==> src/rtl/mem_port2_arbiter.sv <==
// Port-2 arbiter for OTTER_mem_byte: programmer writes take fixed priority, CPU is guaranteed a slot.
// Optional ARB_PERF_CNT_EN adds a saturating count of CPU stall cycles on CONFLICT_CNT.
module mem_port2_arbiter #(
    parameter int unsigned STARVE_LIMIT = 8
) (
    input  logic        CLK,
    input  logic        RST,
    input  logic        CPU_REQ,
    input  logic        CPU_WE,
    input  logic [31:0] CPU_ADDR,
    input  logic [31:0] CPU_DIN,
    input  logic [1:0]  CPU_SIZE,
    input  logic        CPU_SIGN,
    output logic        CPU_GNT,
    output logic        CPU_STALL,
    output logic [31:0] CPU_DOUT,
    output logic        CPU_RVALID,
    input  logic        PRG_WE,
    input  logic [31:0] PRG_ADDR,
    input  logic [31:0] PRG_DATA,
    output logic        PRG_GNT,
    output logic [31:0] MEM_ADDR2,
    output logic [31:0] MEM_DIN2,
    output logic        MEM_WRITE2,
    output logic        MEM_READ2,
    output logic [1:0]  MEM_SIZE,
    output logic        MEM_SIGN,
    input  logic [31:0] MEM_DOUT2,
    output logic [15:0] CONFLICT_CNT
);

    typedef enum logic {IDLE, RD_WAIT} state_t;

    localparam logic [7:0] LIMIT = STARVE_LIMIT[7:0];

    state_t     state, next_state;
    logic [7:0] starve_cnt, starve_next;
    logic       starve_hit;

    always_ff @(posedge CLK or negedge RST) begin
        if (!RST) begin
            state      <= IDLE;
            starve_cnt <= '0;
        end else begin
            state      <= next_state;
            starve_cnt <= starve_next;
        end
    end

    assign starve_hit = CPU_REQ && (starve_cnt == LIMIT);

    // Outputs are combinational, so they are gated by reset to read 0 immediately.
    always_comb begin
        next_state  = state;
        CPU_GNT     = 1'b0;
        PRG_GNT     = 1'b0;
        CPU_RVALID  = 1'b0;
        CPU_DOUT    = '0;
        MEM_READ2   = 1'b0;
        MEM_WRITE2  = 1'b0;
        MEM_ADDR2   = CPU_ADDR;
        MEM_DIN2    = CPU_DIN;
        MEM_SIZE    = CPU_SIZE;
        MEM_SIGN    = CPU_SIGN;
        if (!RST) begin
            MEM_ADDR2 = '0;
            MEM_DIN2  = '0;
            MEM_SIZE  = '0;
            MEM_SIGN  = 1'b0;
        end else begin
            unique case (state)
                IDLE: begin
                    if (PRG_WE && !starve_hit) begin
                        PRG_GNT    = 1'b1;
                        MEM_WRITE2 = 1'b1;
                        MEM_ADDR2  = PRG_ADDR;
                        MEM_DIN2   = PRG_DATA;
                        MEM_SIZE   = 2'b10;
                        MEM_SIGN   = 1'b0;
                    end else if (CPU_REQ) begin
                        CPU_GNT = 1'b1;
                        if (CPU_WE) begin
                            MEM_WRITE2 = 1'b1;
                        end else begin
                            MEM_READ2  = 1'b1;
                            next_state = RD_WAIT;
                        end
                    end
                end
                RD_WAIT: begin
                    CPU_RVALID = 1'b1;
                    CPU_DOUT   = MEM_DOUT2;
                    next_state = IDLE;
                end
                default: next_state = IDLE;
            endcase
        end
    end

    always_comb begin
        starve_next = starve_cnt;
        if (!CPU_REQ || CPU_GNT) begin
            starve_next = '0;
        end else if (PRG_GNT && (starve_cnt != LIMIT)) begin
            starve_next = starve_cnt + 8'd1;
        end
    end

    assign CPU_STALL = RST && CPU_REQ && !CPU_GNT;

`ifdef ARB_PERF_CNT_EN
    logic [15:0] conflict_cnt;

    always_ff @(posedge CLK or negedge RST) begin
        if (!RST) begin
            conflict_cnt <= '0;
        end else if (CPU_STALL && (conflict_cnt != '1)) begin
            conflict_cnt <= conflict_cnt + 16'd1;
        end
    end

    assign CONFLICT_CNT = conflict_cnt;
`else
    assign CONFLICT_CNT = '0;
`endif

endmodule

==> config.mk <==
export PLATFORM = sky130hd
export DESIGN_NAME = mem_port2_arbiter
export DESIGN_NICKNAME = d
export VERILOG_FILES = /design/src/rtl/mem_port2_arbiter.sv
export SDC_FILE = /design/constraint.sdc
export NUM_CORES = 1
export LEC_CHECK = 0
export ABC_AREA = 0
export CORE_AREA = 5 5 110 112
export CTS_CLUSTER_SIZE = 8
export DETAILED_ROUTE_END_ITERATION = 6
export DIE_AREA = 0 0 115 117
export PLACE_DENSITY_LB_ADDON = 0.2
export REMOVE_ABC_BUFFERS = 1
export SETUP_SLACK_MARGIN = 0.2
export SYNTH_ARGS = -nofsm -noshare
export SYNTH_HDL_FRONTEND = slang
export SYNTH_SLANG_ARGS = --single-unit
==> constraint.sdc <==
create_clock -name CLK -period 2.9 [get_ports CLK]
set_clock_uncertainty 0.2 [all_clocks]
set_input_delay 0.435 -clock CLK [delete_from_list [all_inputs] [get_ports CLK]]
set_output_delay 0.435 -clock CLK [all_outputs]
set_load 0.01 [all_outputs]
==> flow_metrics.tcl <==
set metrics [dict create \
    status "finished clean" \
    final_common_cell "clkdlybuf4s50_1" \
    drive_gt1_share_pct 23.28 \
    fp.coreArea_um2 11130 \
    crit_fanout 8 \
    grt_max_degree 44 \
    ios 289 \
    gr-total-overflow 0 \
    setup_ws_ns 0.08780 \
    die_area_um2 13460 \
    finalWirelength_um 11810 \
    ys_warn_count 0 \
    fin_tns_setup_ns 0 \
    dp_slack_ns -0.1464 \
    avgViaCountPerCell 4.152 \
    cp-end-kind "primary output" \
    maxSlewViolCount 0 \
    setup_violations 0 \
    start_util_pct 17.14 \
    h-tree-depth 1 \
    drtIter0Drc 100 \
    gp_congestion 0.8084 \
    path_clk_slew_ns 0.04 \
    critical_path_class "register to primary output" \
    synth_cells 268 \
    avgSynthCellArea_um2 7.115 \
    hold_viol 0 \
    p_leak_uw 0.002553 \
    grt_pass1_wl_um 16170 \
    crit_arrival_ns 2.18 \
    synth_seq_cells 9 \
    port_buffers 272 \
    worst-r2r-setup-slack_ns 0.96 \
    drtPass1Iterations 4 \
    nets 751 \
    layout_common_cells "199 x clkdlybuf4s50_1, 79 x nor2_1, 62 x mux2i_1, 57 x buf_2, 32 x and3_1" \
    powerDensity_nw_per_um2 212.8 \
    met2_wirelength_um 6347 \
    tritoncts "yes" \
    cts_num_sinks 9 \
    fin_crit_sh_pct 96.97 \
    cts_root_buf "clkbuf_16" \
    met3_length_um 920 \
    wire_per_inst_um 16.34 \
    cts_buffers 3 \
    hold_buffers 0 \
    ys_types 34 \
    postRouteAntennaNets 0 \
    grt_pass1_vias 2953 \
    drv_cap 0 \
    dp_hpwl_um 9377 \
    ir_drop_v 0.0001404 \
    num_rows 39 \
    antenna_cells 0 \
    worstPathRequired_ns 2.27 \
    period_minus_slack_ns 2.812 \
    routedLengthMet1_um 4421 \
    cts_buffer_depth 2 \
    netlist_area_um2 1907 \
    cp-start-kind "register" \
    ys_seq_area_share_pct 11.81 \
    insertion_delay_ns 0.24 \
    grt_use_total_pct 15.44 \
    area_growth_pct 173.2 \
    fmax_mhz 355.6 \
    top_layer_used "met4" \
    hold_path_class "input port to async pin" \
    die_x_um 115 \
    drc 0 \
    rsz0062_at_grt "true" \
    vias 3002 \
    antenna_found_initial 0 \
    fp.dieH_um 117 \
]
final cells by class:
cell class                      instances  area (um2)
Fill cell                            1122        5917
Timing Repair Buffer                  332        3166
Multi-Input combinational cell        230        1541
Sequential cell                         9       225.2
Tap cell                              143       178.9
Clock buffer                            4       78.83
Inverter                                5       18.77
metrics by stage:
| stage | util [%] | std cells | total power, uW | hold WS (ns) | area [um2] |
|---|---|---|---|---|---|
| after detailed placement | 44.21 | 689 | 817.4 | 0.3682 | 4918 |
| after global placement | 44.21 | 689 | 816.5 | 0.3630 | 4918 |
| after CTS | 45.97 | 713 | 1097 | 0.2171 | 5115 |
| final | 46.82 | 723 | 1108 | 0.2185 | 5209 |
| after floorplan | - | 244 | 377.3 | -0.06059 | 1727 |
| after global routing | 46.82 | 723 | 1175 | 0.2358 | 5209 |
kinds of logic (layout without fill, tap and decap cells):
family	Yosys count	after routing	share of synthesized area (%)
other	1	16	0.1967
xor gates and xnor gates	6	6	2.756
and+or+nand+nor	133	133	33.86
adders and majority gates	2	2	1.312
buffers and inverters	44	341	13.39
muxes	64	64	33.60
AOI/OAI and AO/OA	9	9	3.085
DFF	9	9	11.81
cells in the mapped netlist:
library cell / count / area, um2
a211oi_1: 1 / 7.510
a21boi_0: 1 / 7.510
a21boi_1: 1 / 7.510
a21o_1: 1 / 7.510
a21oi_1: 2 / 10.01
a22oi_1: 1 / 7.510
a31oi_1: 1 / 6.260
and2_1: 1 / 6.260
and3_1: 32 / 200.2
buf_2: 3 / 15.01
buf_4: 17 / 127.6
buf_6: 3 / 33.78
clkbuf_1: 16 / 60.06
clkinv_1: 1 / 3.750
conb_1: 1 / 3.750
dfrtp_1: 9 / 225.2
ha_1: 2 / 25.02
inv_1: 4 / 15.01
mux2i_1: 64 / 640.6
nand2_1: 4 / 15.01
nand2b_1: 2 / 12.51
nand3_1: 3 / 15.01
nand3b_1: 1 / 7.510
nand4_1: 1 / 6.260
nand4b_1: 1 / 8.760
nor2_1: 79 / 296.5
nor2b_1: 1 / 6.260
nor3_1: 2 / 10.01
nor3b_1: 3 / 22.52
nor4_1: 1 / 6.260
nor4b_1: 1 / 8.760
nor4b_4: 1 / 23.77
o21ai_1: 1 / 5.000
xnor2_1: 6 / 52.55
state kept, by name, summed over array words and instances (netlist names):
register,count
starve_cnt,8
state,1
critical path, cell delays in order (launching register included):
cell and delay, ns:
dfrtp_1 0.33, inv_1 0.05, ha_2 0.16, nor3b_2 0.15, buf_4 0.15, a31oi_4 0.21
buf_4 0.17, buf_12 0.13, mux2i_4 0.23, nor2_1 0.06, dlygate4sd2_1 0.29
per-layer routing:
layer | vias to the layer above | GRT usage (%)
li1 | 1509 | -
met1 | 1343 | 17.83
met2 | 141 | 28.59
met3 | 9 | 4.422
met4 | 0 | 2.817
met5 | - | 0
path summary, 6_finish.rpt:
kind	startpoint	endpoint	depth (start not counted)
max	starve_cnt[0]	MEM_ADDR2[6]	10
min	RST	starve_cnt[2]	2
max reg2reg	starve_cnt[1]	starve_cnt[3]	10
min reg2reg	starve_cnt[5]	starve_cnt[5]	2
max in group asynchronous	RST	starve_cnt[2]	2
min in group CLK	starve_cnt[5]	starve_cnt[5]	2
report_power, final:
part	leakage (uW)	switching [uW]	internal, uW
combinational	0.00239	272	463
sequential	0.000125	1.06	128
clock	0.0000382	60.3	184
total	0.00255	333	775
repair_timing:
| item | in CTS | in global routing |
|---|---|---|
| buffers inserted | 15 | 10 |
| pin swaps | 4 | 15 |
| setup endpoints to repair | 102 | 70 |
| resized for setup | 261 | 41 |
| cloned | 5 | 0 |
(Power assumes the default switching activity.)
